[config.mk]
export PLATFORM = sky130hd
export DESIGN_NAME = div
export DESIGN_NICKNAME = d
export VERILOG_FILES = /design/src/rtl/div_pkg.sv /design/src/rtl/div_cond_neg.sv /design/src/rtl/div.sv
export SDC_FILE = /design/constraint.sdc
export NUM_CORES = 1
export LEC_CHECK = 0
export CAP_MARGIN = 10
export CORE_UTILIZATION = 50
export CTS_CLUSTER_SIZE = 25
export DETAILED_ROUTE_END_ITERATION = 8
export PLACE_DENSITY = 0.72
export SLEW_MARGIN = 20
export SYNTH_ARGS = -nofsm -noshare
export SYNTH_HDL_FRONTEND = slang
export SYNTH_HIERARCHICAL = 1
export SYNTH_SLANG_ARGS = --single-unit
[constraint.sdc]
create_clock -name clk -period 4.78 [get_ports clk]
set_clock_uncertainty 0.15 [all_clocks]
set_input_delay 0.956 -clock clk [delete_from_list [all_inputs] [get_ports clk]]
set_output_delay 0.956 -clock clk [all_outputs]
set_load 0.01 [all_outputs]
[src/rtl/div_pkg.sv]
// Shared constants and FSM encoding for the iterative signed/unsigned divider.
package div_pkg;

  localparam int unsigned DIV_W     = 32;
  localparam int unsigned DIV_ITER  = 32;
  localparam int unsigned DIV_CNT_W = 5;

  typedef enum logic [2:0] {
    IDLE  = 3'd0,
    SETUP = 3'd1,
    RUN   = 3'd2,
    FIXUP = 3'd3,
    DONE  = 3'd4
  } div_state_e;

endpackage

[src/rtl/div_cond_neg.sv]
// Conditional two's-complement: out = neg ? -in : in.
module div_cond_neg #(
  parameter int unsigned W = 32
) (
  input  logic [W-1:0] in_i,
  input  logic         neg_i,
  output logic [W-1:0] out_o
);

  assign out_o = neg_i ? (~in_i + W'(1)) : in_i;

endmodule

[src/rtl/div.sv]
// Iterative restoring divider, one quotient bit per cycle; hi = remainder, low = quotient.
// Optional DIV_UNSIGNED_EN adds the divu port for unsigned (DIVU) operation.
module div
  import div_pkg::*;
#(
  parameter int unsigned DATA_W = DIV_ITER
) (
  input  logic              clk,
  input  logic              reset,
  input  logic [DATA_W-1:0] value_A,
  input  logic [DATA_W-1:0] value_B,
  input  logic              divInit,
`ifdef DIV_UNSIGNED_EN
  input  logic              divu,
`endif
  output logic [DATA_W-1:0] hi,
  output logic [DATA_W-1:0] low,
  output logic              divStop,
  output logic              divZero
);

  localparam int unsigned CNT_W = $clog2(DATA_W);
  localparam logic [CNT_W-1:0] CNT_LAST = CNT_W'(DATA_W - 1);

  div_state_e        state_q, state_d;
  logic [CNT_W-1:0]  cnt_q, cnt_d;
  logic [DATA_W-1:0] rem_q, rem_d;
  logic [DATA_W-1:0] quo_q, quo_d;
  logic [DATA_W-1:0] dvs_q, dvs_d;
  logic              neg_a_q, neg_a_d;
  logic              neg_b_q, neg_b_d;
  logic [DATA_W-1:0] hi_q, hi_d;
  logic [DATA_W-1:0] low_q, low_d;
  logic              stop_q, stop_d;
  logic              zero_q, zero_d;

  logic              is_unsigned;
  logic [DATA_W-1:0] a_mag, b_mag, q_fix, r_fix;
  logic [DATA_W:0]   shift;
  logic [DATA_W-1:0] trial;

`ifdef DIV_UNSIGNED_EN
  assign is_unsigned = divu;
`else
  assign is_unsigned = 1'b0;
`endif

  // Quotient register holds the dividend until it is shifted out during RUN.
  div_cond_neg #(.W(DATA_W)) u_mag_a (.in_i(quo_q), .neg_i(neg_a_q),           .out_o(a_mag));
  div_cond_neg #(.W(DATA_W)) u_mag_b (.in_i(dvs_q), .neg_i(neg_b_q),           .out_o(b_mag));
  div_cond_neg #(.W(DATA_W)) u_fix_q (.in_i(quo_q), .neg_i(neg_a_q ^ neg_b_q), .out_o(q_fix));
  div_cond_neg #(.W(DATA_W)) u_fix_r (.in_i(rem_q), .neg_i(neg_a_q),           .out_o(r_fix));

  // Shifted partial remainder needs the extra bit when the divisor magnitude uses bit 31.
  assign shift = {rem_q, quo_q[DATA_W-1]};
  assign trial = shift[DATA_W-1:0] - dvs_q;

  always_comb begin
    state_d = state_q;
    cnt_d   = cnt_q;
    rem_d   = rem_q;
    quo_d   = quo_q;
    dvs_d   = dvs_q;
    neg_a_d = neg_a_q;
    neg_b_d = neg_b_q;
    hi_d    = hi_q;
    low_d   = low_q;
    stop_d  = 1'b0;
    zero_d  = 1'b0;

    unique case (state_q)
      IDLE: begin
        if (divInit) begin
          if (value_B == '0) begin
            state_d = DONE;
            stop_d  = 1'b1;
            zero_d  = 1'b1;
          end else begin
            quo_d   = value_A;
            dvs_d   = value_B;
            neg_a_d = value_A[DATA_W-1] & ~is_unsigned;
            neg_b_d = value_B[DATA_W-1] & ~is_unsigned;
            state_d = SETUP;
          end
        end
      end
      SETUP: begin
        quo_d   = a_mag;
        dvs_d   = b_mag;
        rem_d   = '0;
        cnt_d   = '0;
        state_d = RUN;
      end
      RUN: begin
        quo_d = {quo_q[DATA_W-2:0], 1'b0};
        if (shift >= {1'b0, dvs_q}) begin
          rem_d    = trial;
          quo_d[0] = 1'b1;
        end else begin
          rem_d = shift[DATA_W-1:0];
        end
        cnt_d = cnt_q + CNT_W'(1);
        if (cnt_q == CNT_LAST) begin
          state_d = FIXUP;
        end
      end
      FIXUP: begin
        low_d   = q_fix;
        hi_d    = r_fix;
        stop_d  = 1'b1;
        state_d = DONE;
      end
      DONE: begin
        state_d = IDLE;
      end
      default: begin
        state_d = IDLE;
      end
    endcase
  end

  always_ff @(posedge clk) begin
    if (reset) begin
      state_q <= IDLE;
      cnt_q   <= '0;
      rem_q   <= '0;
      quo_q   <= '0;
      dvs_q   <= '0;
      neg_a_q <= 1'b0;
      neg_b_q <= 1'b0;
      hi_q    <= '0;
      low_q   <= '0;
      stop_q  <= 1'b0;
      zero_q  <= 1'b0;
    end else begin
      state_q <= state_d;
      cnt_q   <= cnt_d;
      rem_q   <= rem_d;
      quo_q   <= quo_d;
      dvs_q   <= dvs_d;
      neg_a_q <= neg_a_d;
      neg_b_q <= neg_b_d;
      hi_q    <= hi_d;
      low_q   <= low_d;
      stop_q  <= stop_d;
      zero_q  <= zero_d;
    end
  end

  assign hi      = hi_q;
  assign low     = low_q;
  assign divStop = stop_q;
  assign divZero = zero_q;

endmodule
* Yosys cells after proc, flatten, opt, wreduce, memory -nomap -nowiden *
Index checks and enable logic that the tools add are counted.
Widths: inputs -> output; s select.

operators by class
  $add $sub $neg = 5
  $lt $le $gt $ge = 1
  equality and inequality tests = 9
  multiplexer cells = 21
  bitwise operators = 6
  reduce and logical (&&, ||, !) cells = 10

operators with widths
  cell                   number
  $mux 32                9
  $pmux 32 s2            2
  $add 32x1->32 const B  3
  $not 32->32            3
  $pmux 32 s3            1
  $ge 33x32->1           1
  $logic_not 32->1       1
  $sub 32x32->32         1
  $pmux 3 s4             1
  $ne 2x2->1 const B     5
  $pmux 5 s2             1
  $mux 3                 3
  $reduce_and 4->1       2
  $eq 3x2->1 const B     2
  $add 5x1->5 const B    1
  $eq 5x5->1 const B     1
  $reduce_bool 2->1      2
  $eq 3x1->1 const B     1
  $logic_not 3->1        1
  $mux 1                 3
  $reduce_and 3->1       1
  $reduce_bool 3->1      1
  $not 1->1              2
  $pmux 1 s2             1
  3 further kinds        3

word-level totals
  bits in registers = 172
  output and inout bits = 66

* Depth between registers and ports, before layout *
Gate-level depths: netlist (run 1).

  depth in word-level cells = 4
  depth in mapped cells = 14
  mapped depth without buffers = 13

* Modules after synthesis *
Netlist (run 1), hierarchy kept.

modules (own cells, without submodules)
  module        times used  cells each  area each (um2)  seq. area each (um2)
  div           1           1068        8652.0           3443.3
  div_cond_neg  4           99          777.0            0.0

* Worst setup path before layout (run 1) *
Ideal clock, no wire load.

  path type = reg-to-reg
  start point = reg quo_q[31]
  end point = reg rem_q[30]
  arrival time = 2685 ps
  required time = 4503 ps
  setup slack = 1818 ps
  cell stages (with the launch flop) = 14
  clock period less this slack = 2962 ps
  path through = dfxtp_1 -> inv_1 -> ha_1 -> fa_1 -> nand2b_1 -> a21oi_1 -> a211oi_2 -> o311ai_1 -> a41oi_2 -> o21ai_1 -> a221oi_1 -> xnor2_1 -> mux2i_1 -> o21ai_1

on the way
  longest elaborated chain between the ends = 3
  elaborated cells between the ends (all ways) = 4
  classes of those cells = add/sub (1); order compare (1); mux (2)

RTL lines
  element                                                line                  source
  from (decl)                                            div.sv:28             logic [DATA_W-1:0] quo_q, quo_d;
  from (signal assigned)                                 div.sv:139            quo_q <= quo_d;
  $sub 32x32->32 / $ge 33x32->1 (equally long branches)  div.sv:56, div.sv:96
  $mux 32 (*)                                            div.sv:96             if (shift >= {1'b0, dvs_q}) begin
  $pmux 32 s2 (*)                                        div.sv:71             unique case (state_q)
  to (signal assigned)                                   div.sv:138            rem_q <= rem_d;
  to (decl)                                              div.sv:27             logic [DATA_W-1:0] rem_q, rem_d;

Every way passes the cells marked *; elsewhere a longest branch is shown, timed or not.
A chain may end at the register's enable or synchronous reset.

* Worst setup path after layout (run 1) *
  start point = reg dvs_q[7]
  end point = reg rem_q[12]

on the way
  longest elaborated chain between the ends = 3
  elaborated cells between the ends (all ways) = 4
  classes of those cells = add/sub (1); order compare (1); mux (2)

RTL lines
  element                                                line                  source
  from (decl)                                            div.sv:29             logic [DATA_W-1:0] dvs_q, dvs_d;
  from (signal assigned)                                 div.sv:140            dvs_q <= dvs_d;
  $sub 32x32->32 / $ge 33x32->1 (equally long branches)  div.sv:56, div.sv:96
  $mux 32 (*)                                            div.sv:96
  $pmux 32 s2 (*)                                        div.sv:71

Marks and branches as above.

==> qor.yml, run 1 <==
hold_path:
  hold_end: "hi[2]"
  hold_class: "flip-flop to flip-flop"
  min_from: "hi[2]"
  hold_depth: 2
setup_path:
  cp_num_buf_inv: 2
  reg2reg_to: "rem_q[12]"
  arrival_ns: 3.75
  critPathMaxFanout: 29
  reg2reg_depth: 12
  rrSetupSlack_ns: 1.19
  cp_top_family: "compound AO/OA/AOI/OAI gates"
  setup.worst_path.end_class: "flip-flop"
  cpPeakStageDelay_ns: 0.51
  cp_cell_sequence: "inv_1, ha_1, nand4_1, o21bai_1, a21o_1, a211oi_1, o21ai_1, a21o_1, a21oi_4, buf_12, mux2i_1, o21ai_0"
  cp-start-kind: "flip-flop"
  path_class: "flip-flop to flip-flop"
  rr_startpoint: "dvs_q[7]"
  cpMostUsedCell: "a21o_1"
  worstPathRequired_ns: 4.93
  crit_slowest_cell: "dfxtp_1"
cts:
  cts_buffers: 17
  cts_resized: 0
  cts.sinks: 172
  postCtsHoldBufs: 0
  cts_setup_buffers: 0
  clk_path_buf_depth: 2
  root_buffer: "clkbuf_16"
  cts_tree: "done"
  htree_levels: 4
  clock_latency_ns: 0.43
  clkTransAtPathRegs_ns: 0.07
floorplan:
  ioPinCount: 133
  die_y_um: 155
  fp.coreArea_mm2: 0.0228
  die-area_mm2: 0.0241
  fp-row-count: 55
  initial_core_util_pct: 51.5
  dieWidth_um: 155
route:
  drt-initial-drc-count: 729
  via_per_inst: 5.76
  wl_per_cell_um: 16.3
  firstDrtPassIters: 5
  ant_nets: 0
  wl_mm: 30.4
  num_vias: 10800
  drc: 0
finish:
  fill_cells: 2094
  synthToLayoutAreaGrowth_pct: 18.1
  antennaDiodeCount: 0
  nets: 1647
  drive_gt1_share_pct: 6.63
  design_area_mm2: 0.0139
global_routing:
  grt_pass1_wl_mm: 50.4
  grt_antenna_before_repair: 0
  grt_remaining_overflow: 0
  grt_usage_pct: 25.6
  grt_pass1_vias: 9938
  grt_max_degree: 87
placement:
  gp_congestion: 0.873
  hpwl_mm: 21.3
  place_area_mm2: 0.0133
  port_buffers: 132
logic_synthesis:
  avgSynthCellArea_um2: 8.03
  yosysTopAreaCell: "dfxtp_1"
  synth.top_cell.area_share_pct: 29.3
  ys_warn_count: 6
  yosys-top-cells-area: "dfxtp_1, xnor2_1, nand2_1"
  synth-seq-cells: 172
  synthCells: 1464
  synth-async-reset-ratio_pct: 0
  synth.distinct_cells: 57
  yosysSeqAreaShare_pct: 29.3
  synth_fp_nets: 1570
  ys.flop_type: "dfxtp_1"
  syn_area_mm2: 0.0118
  synth_edf_count: 0
pwr:
  power_density_mw_per_mm2: 322
  ir_worst_vdd_mv: 0.216
  leakage_nw: 4.85
outcome:
  status: "complete, no violations"
sta:
  report.final.hold_viol_count: 0
  finalCriticalPeriod_ns: 3.59
  fmax_mhz: 278
  tightest_slew_ns: 0.970
  min_period_over_period_pct: 75.2
  slew_headroom_pct: 35.4
  whs_ns: 0.303
  fin_setup_tns_ns: 0
  finalSetupViolCount: 0
  slew_viol_final: 0
  rsz0062_at_grt: "no"
flow_run:
  cap_violations: 0
## per-stage QoR
| stage | power (mW) | util (%) | setup WS [ns] | instances |
|---|---|---|---|---|
| 2_1_floorplan | 2.66 | - | 1.82 | 1464 |
| 3_3_place_gp | 2.95 | 58.0 | 1.25 | 1835 |
| 3_5_place_dp | 2.98 | 58.0 | 1.24 | 1835 |
| 4_1_cts | 4.48 | 60.8 | 1.20 | 1867 |
| 5_1_grt | 4.70 | 60.8 | 1.01 | 1867 |
| 6_report | 4.47 | 60.8 | 1.19 | 1867 |
## worst register-to-register path, delay by kind of cell (launching register included)
kind / cells / cell delay, ns
and+or+nand+nor: 1 / 0.20
buffers and inverters: 2 / 0.40
AOI/OAI and AO/OA: 7 / 1.56
DFF: 1 / 0.51
muxes: 1 / 0.24
adders and majority gates: 1 / 0.40
## metal layers
metal	GRT usage, %	routed length (um)	up-vias
met3	3.82	1720	26
met5	0	0	-
met4	6.21	312	0
li1	-	-	5418
met2	39.7	13300	321
met1	37.1	15100	4996
## how the worst max path moves through the flow
stage	start	cells past startpoint	slack, ns	endpoint
3_5_place_dp	dvs_q[8]	12	1.24	rem_q[12]
3_3_place_gp	dvs_q[7]	13	1.25	rem_q[24]
4_1_cts	dvs_q[7]	12	1.20	rem_q[12]
6_report	dvs_q[7]	12	1.19	rem_q[12]
2_1_floorplan	quo_q[31]	13	1.82	rem_q[30]
5_1_grt	dvs_q[7]	12	1.01	rem_q[12]
## kinds of logic (layout without fill, tap and decap cells)
kind of cell,after synthesis,in the layout,share of synthesized area (%)
multiplexers,61,61,5.19
flip-flops,172,172,29.3
AND/OR/NAND/NOR,512,512,21.9
buffers and inverters,134,224,4.62
adder cells (fa/ha/maj),39,39,4.21
AO/OA/AOI/OAI,396,396,23.6
XOR/XNOR,150,150,11.2
## registers in the layout (all words and copies together) (netlist names)
name	flops
divStop	1
neg_a_q	1
hi	32
state_q	3
neg_b_q	1
quo_q	32
divZero	1
dvs_q	32
rem_q	32
low	32
cnt_q	5
## cells in the final DEF (no fill, tap or decap), types with 17 or more instances in the layout
cell type          n
a211oi_1          38
a21oi_1           95
a22oi_1           33
a311oi_1          33
clkbuf_16         17
clkdlybuf4s50_1  131
dfxtp_1          171
ha_1              38
inv_1             46
mux2i_1           61
nand2_1          256
nand2b_1          19
nand3_1           17
nand4_1           20
nor2_1            94
nor4_1            17
o21ai_0           66
o31ai_1           33
o41ai_1           20
xnor2_1          140
## final cells by class
type | count | area [um2] | area share, %
clock inverter | 13 | 176 | 1.27
clock buffer | 19 | 453 | 3.26
timing repair buffer | 146 | 1440 | 10.3
sequential | 172 | 3440 | 24.8
tap | 313 | 392 | 2.82
inverter | 46 | 173 | 1.24
multi-input combinational | 1158 | 7820 | 56.3
## power breakdown
group,total (mW),switching (mW),internal [mW]
clock network,1.50,0.640,0.865
registers,1.75,0.224,1.52
logic,1.22,0.685,0.537
total,4.47,1.55,2.92
## synthesized netlist by cell type (38+ instances only)
library cell	n
nand2_1	257
nor2_1	96
a21oi_1	95
ha_1	38
o21ai_0	66
mux2i_1	61
xnor2_1	140
dfxtp_1	172
clkbuf_1	67
a211oi_1	38
inv_1	46
Power figures use the tool's default switching activity.
==> run 2: changes to the inputs <==
==> constraint.sdc (replaced) <==
create_clock -name clk -period 3.6 [get_ports clk]
set_clock_uncertainty 0.15 [all_clocks]
set_input_delay 0.72 -clock clk [delete_from_list [all_inputs] [get_ports clk]]
set_output_delay 0.72 -clock clk [all_outputs]
set_load 0.01 [all_outputs]
==> qor.yml, run 2 (synthesis gave the netlist of run 1 again) <==
floorplan:
  ioPinCount: 133  # unchanged
  fp-row-count: 55  # unchanged
  die-area_mm2: 0.0241  # unchanged
  fp.coreArea_mm2: 0.0228  # unchanged
  dieWidth_um: 155  # unchanged
  die_y_um: 155  # unchanged
  initial_core_util_pct: 51.5  # unchanged
finish:
  final_common_cell: "nand2_1"
  nets: 1670  # +1.4%
  mostFrequentLayoutCells: "nand2_1, dfxtp_1, xnor2_1, clkdlybuf4s50_1, a21oi_1"
  synthToLayoutAreaGrowth_pct: 19.4
  antennaDiodeCount: 0  # unchanged
  fill_cells: 2137  # +2.1%
  fin_util_pct: 61.5  # +0.68 points
  drive_gt1_share_pct: 7.93  # +1.3 points
cts:
  clock_latency_ns: 0.43  # about the same
  root_buffer: "clkbuf_16"
  clk_path_buf_depth: 2  # unchanged
  htree_levels: 4  # unchanged
  cts_buffers: 17  # unchanged
  cts_tree: "done"
  postCtsHoldBufs: 0  # unchanged
  cts.sinks: 172  # unchanged
  clkTransAtPathRegs_ns: 0.06  # about the same
  cts_setup_buffers: 0  # unchanged
placement:
  gp_congestion: 0.914  # +4.6%
  hpwl_mm: 21.6  # +1.4%
  port_buffers: 132  # unchanged
setup_path:
  path_class: "flip-flop to flip-flop"
  arrival_ns: 3.46  # -0.29 ns
  worstPathRequired_ns: 3.75  # -1.18 ns
  cp-start-kind: "flip-flop"
  critPathMaxFanout: 15  # -48%
  cpPeakStageDelay_ns: 0.48  # -0.03 ns
  crit_slowest_cell: "dfxtp_1"
  setup.worst_path.end_class: "flip-flop"
  cp_cell_sequence: "inv_1, ha_1, nand4_1, o21bai_1, a21o_1, a211oi_1, o21ai_1, a21o_1, a21oi_4, buf_6, mux2i_1, o21ai_1"
global_routing:
  grt_usage_pct: 24.8  # -0.83 points
  grt_pass1_vias: 9817  # -1.2%
  grt_pass1_wl_mm: 49.1  # -2.7%
  grt_antenna_before_repair: 0  # unchanged
  grt_remaining_overflow: 0  # unchanged
  grt_max_degree: 104  # +20%
pwr:
  p_sw_mw: 2.01  # +30%
  leakage_nw: 4.94  # +1.8%
  clockPowerShare_pct: 31.1  # -2.5 points
  comb_power_share_pct: 28.6  # +1.3 points
  seqPwrFrac_pct: 40.4  # +1.4 points
  ir_worst_vdd_mv: 0.278  # +28%
  p_sw_share_pct: 35.0  # +0.37 points
  power_density_mw_per_mm2: 408  # +27%
  p_int_mw: 3.73  # +27%
sta:
  finalSetupViolCount: 0  # unchanged
  rsz0062_at_grt: "no"
  report.final.hold_viol_count: 0  # unchanged
  slew_viol_final: 0  # unchanged
  slew_headroom_pct: 45.8  # +10 points
  finalCriticalPeriod_ns: 3.31  # -0.284 ns
  whs_ns: 0.302  # -0.00106 ns
  fmax_mhz: 302  # +8.6%
  fin_setup_tns_ns: 0  # unchanged
  tightest_slew_ns: 0.807  # -0.162 ns
  min_period_over_period_pct: 92.0  # +17 points
route:
  via_per_inst: 5.70  # -1.1%
  ant_nets: 0  # unchanged
  num_vias: 10800  # +0.056%
  drc: 0  # unchanged
  firstDrtPassIters: 6  # +1
  drt-initial-drc-count: 651  # -11%
  wl_per_cell_um: 15.7  # -3.2%
  wl_mm: 29.7  # -2.1%
outcome:
  status: "complete, no violations"
flow_run:
  cap_violations: 0  # unchanged
hold_path:
  hold_class: "flip-flop to flip-flop"
==> run 2: power by group through the flow <==
stage                     logic (mW)  registers, mW  clock network, mW
after floorplan                 1.25           2.29                  0
after global placement          1.60           2.34                  0
after detailed placement        1.62           2.35                  0
after CTS                       1.63           2.31               1.82
after global routing            1.81           2.34               1.89
final                           1.64           2.31               1.78
==> run 2: layout make-up <==
class	count	area, um2	share of cell area [%]
multi-input cells	1158	7820	55.6
clock inverters	12	115	0.819
flip-flops and latches	172	3450	24.5
clock buffers	19	443	3.15
well taps	313	392	2.79
inverters	46	173	1.23
repair buffers	169	1660	11.8
==> run 2: metal layers <==
metal	vias up	wire length [um]	global-route usage (%)
met1	4989	15200	36.8
met3	24	1590	3.90
met4	0	363	5.98
met2	281	12600	37.1
li1	5473	-	-
met5	-	0	0
==> run 2: critical path, delay by kind of cell (launching register included) <==
family                     cells  cell delay [ns]
buffers and inverters          2             0.31
adders and majority gates      1             0.41
muxes                          1             0.24
AOI/OAI and AO/OA              7             1.39
and+or+nand+nor                1             0.20
DFF                            1             0.48
==> run 2: final timing paths <==
| kind | from | endpoint | slack (ns) | cells past startpoint |
|---|---|---|---|---|
| max | dvs_q[8] | rem_q[21] | 0.29 | 12 |
| min | hi[26] | hi[26] | 0.30 | 2 |
| max reg2reg | dvs_q[8] | rem_q[21] | 0.29 | 12 |
| min reg2reg | hi[26] | hi[26] | 0.30 | 2 |
==> run 2: through the flow <==
stage,instances,power (mW),area [um2],worst slack (ns)
3_5_place_dp,1858,3.97,13500,0.221
3_3_place_gp,1858,3.94,13500,0.285
2_1_floorplan,1464,3.53,11800,0.638
4_1_cts,1889,5.75,14000,0.185
5_1_grt,1889,6.04,14000,0.0277
6_report,1889,5.73,14000,0.289
==> run 2: repair_timing <==
item	4_1_cts	5_1_grt
gates resized for setup	0	2
endpoints found under the setup margin	0	7
hold endpoints to repair	0	0
==> run 3: changes to the inputs <==
--- a/config.mk
+++ b/config.mk
@@ -9,7 +9,7 @@
 export CORE_UTILIZATION = 50
 export CTS_CLUSTER_SIZE = 25
 export DETAILED_ROUTE_END_ITERATION = 8
-export PLACE_DENSITY = 0.72
+export PLACE_DENSITY = 0.75
 export SLEW_MARGIN = 20
 export SYNTH_ARGS = -nofsm -noshare
 export SYNTH_HDL_FRONTEND = slang
==> constraint.sdc (replaced) <==
create_clock -name clk -period 2.9 [get_ports clk]
set_clock_uncertainty 0.15 [all_clocks]
set_input_delay 0.58 -clock clk [delete_from_list [all_inputs] [get_ports clk]]
set_output_delay 0.58 -clock clk [all_outputs]
set_load 0.01 [all_outputs]
==> qor.yml, run 3 (synthesis gave the netlist of run 1 again) <==
outcome:
  status: "finished, violations left"
  violations: "setup timing"
setup_path:
  setup.worst_path.end_class: "flip-flop"
  rr_startpoint: "quo_q[31]"
  reg2reg_depth: 14  # +2
  path_class: "flip-flop to flip-flop"
  reg2reg_to: "rem_q[28]"
  rrSetupSlack_ns: -0.008  # -0.30 ns
  cp-start-kind: "flip-flop"
  worstPathRequired_ns: 3.06  # -0.69 ns
  critPathMaxFanout: 5  # -10
  arrival_ns: 3.07  # -0.39 ns
finish:
  final_common_cell: "nand2_1"
  drive_gt1_share_pct: 18.8  # +11 points
  multi_input_area_mm2: 0.00818  # +4.6%
  synthToLayoutAreaGrowth_pct: 31.0
  nets: 1792  # +7.3%
  mostFrequentLayoutCells: "nand2_1, dfxtp_1, buf_4, xnor2_1, clkdlybuf4s50_1"
  fill_cells: 1828  # -14%
  antennaDiodeCount: 0  # unchanged
  seq_area_mm2: 0.00346  # +0.51%
  design_area_mm2: 0.0154  # +9.7%
global_routing:
  grt_max_degree: 73  # -30%
  grt_usage_pct: 27.2  # +2.4 points
  grt_antenna_before_repair: 0  # unchanged
  grt_pass1_wl_mm: 53.2  # +8.5%
  grt_pass1_vias: 10900  # +11%
  grt_remaining_overflow: 0  # unchanged
pwr:
  power_density_mw_per_mm2: 492  # +20%
  leakage_nw: 5.67  # +15%
  ir_worst_vdd_mv: 0.325  # +17%
  finalPower_mw: 7.57  # +32%
floorplan:
  initial_core_util_pct: 51.5  # unchanged
  ioPinCount: 133  # unchanged
  dieWidth_um: 155  # unchanged
  die-area_mm2: 0.0241  # unchanged
  fp-row-count: 55  # unchanged
  die_y_um: 155  # unchanged
  fp.coreArea_mm2: 0.0228  # unchanged
route:
  num_vias: 11600  # +7.7%
  firstDrtPassIters: 5  # -1
  drc: 0  # unchanged
  drt-initial-drc-count: 624  # -4.1%
  wl_per_cell_um: 16.5  # +4.9%
  ant_nets: 0  # unchanged
  via_per_inst: 5.77  # +1.2%
  wl_mm: 33.2  # +12%
hold_path:
  min_from: "low[9]"
  hold_depth: 2  # unchanged
  hold_end: "low[9]"
  hold_class: "flip-flop to flip-flop"
cts:
  clock_latency_ns: 0.44  # about the same
  htree_levels: 4  # unchanged
  clkTransAtPathRegs_ns: 0.07  # about the same
  clk_path_buf_depth: 2  # unchanged
  postCtsHoldBufs: 0  # unchanged
  root_buffer: "clkbuf_16"
  cts_tree: "done"
  cts_buffers: 17  # unchanged
  cts.sinks: 172  # unchanged
sta:
  report.final.hold_viol_count: 0  # unchanged
  min_period_over_period_pct: 100  # +8.3 points
  whs_ns: 0.304  # +0.00192 ns
  slew_headroom_pct: 48.3  # +2.6 points
  slew_viol_final: 0  # unchanged
  fmax_mhz: 344  # +14%
  worst_slack_ns: -0.00792  # -0.297 ns
  rsz0062_at_grt: "yes"
  tightest_slew_ns: 0.775  # -0.0322 ns
  finalCriticalPeriod_ns: 2.91  # -0.403 ns
  finalSetupViolCount: 2  # +2
placement:
  hpwl_mm: 23.4  # +8.3%
  gp_congestion: 0.922  # +0.88%
  place_area_mm2: 0.0143  # +6.2%
  port_buffers: 132  # unchanged
flow_run:
  cap_violations: 0  # unchanged
[run 3: cell types whose count changed in the layout (fill, tap and decap cells not counted), moves of 6 or more]
cell	delta
a21oi_1	-7
a21oi_2	+6
inv_2	+7
dfxtp_1	-14
buf_4	+118
dfxtp_2	+14
ha_1	-17
inv_8	+6
o21ai_1	+9
ha_4	+13
inv_1	-7
o21ai_0	-13
[run 3: through the flow]
step / instances / util, % / setup slack, ns / setup TNS (ns)
floorplan: 1464 / - / -0.0242 / -0.0402
global placement: 1966 / 62.7 / -0.436 / -7.36
detailed placement: 1966 / 62.7 / -0.433 / -9.62
CTS: 2010 / 66.5 / 0.00150 / 0
global route: 2012 / 67.4 / -0.126 / -2.53
finish: 2012 / 67.4 / -0.00792 / -0.00963
[run 3: worst max-delay path by stage]
stage,cells past startpoint,end,from
5_1_grt,15,rem_q[25],dvs_q[11]
6_report,14,rem_q[28],quo_q[31]
2_1_floorplan,12,rem_q[30],dvs_q[15]
3_3_place_gp,9,quo_q[31],value_B[25]
3_5_place_dp,9,quo_q[31],value_B[25]
4_1_cts,12,rem_q[24],dvs_q[15]
[run 3: layer usage]
layer  GRT usage [%]  up-vias  routed length [um]  share of wire [%]
li1                -     5716                   -                  -
met4            9.94        0                 756                2.3
met1            34.4     5445               14400                 43
met2            47.0      374               16300                 49
met5               0        -                   0                  0
met3            3.87       65                1760                5.3
[run 3: layout make-up]
type | count | share of cell area [%]
sequential | 172 | 22.5
timing repair buffer | 291 | 17.0
clock buffer | 17 | 2.76
clock inverter | 15 | 0.967
multi-input combinational | 1158 | 53.1
inverter | 46 | 1.12
tap | 313 | 2.54
[run 3: timing repair]
item	in CTS	in global routing
gates resized for setup	43	62
pin swaps	12	30
setup buffers	9	5
endpoints found under the setup margin	32	34
cloned	3	0
[run 3: power breakdown]
part,internal (mW),switching (mW)
Clock,1.15,1.12
Sequential,2.51,0.275
Combinational,1.17,1.34
[run 3: critical path: stages (launching register included)]
cell      delay (ns)
dfxtp_2         0.34
inv_2           0.04
ha_4            0.16
fa_2            0.34
nand2b_4        0.16
a21oi_2         0.15
a211oi_2        0.06
buf_12          0.14
o311ai_4        0.26
a41oi_2         0.23
o21ai_2         0.24
a31oi_1         0.12
xnor2_1         0.14
mux2i_1         0.15
o21ai_1         0.08
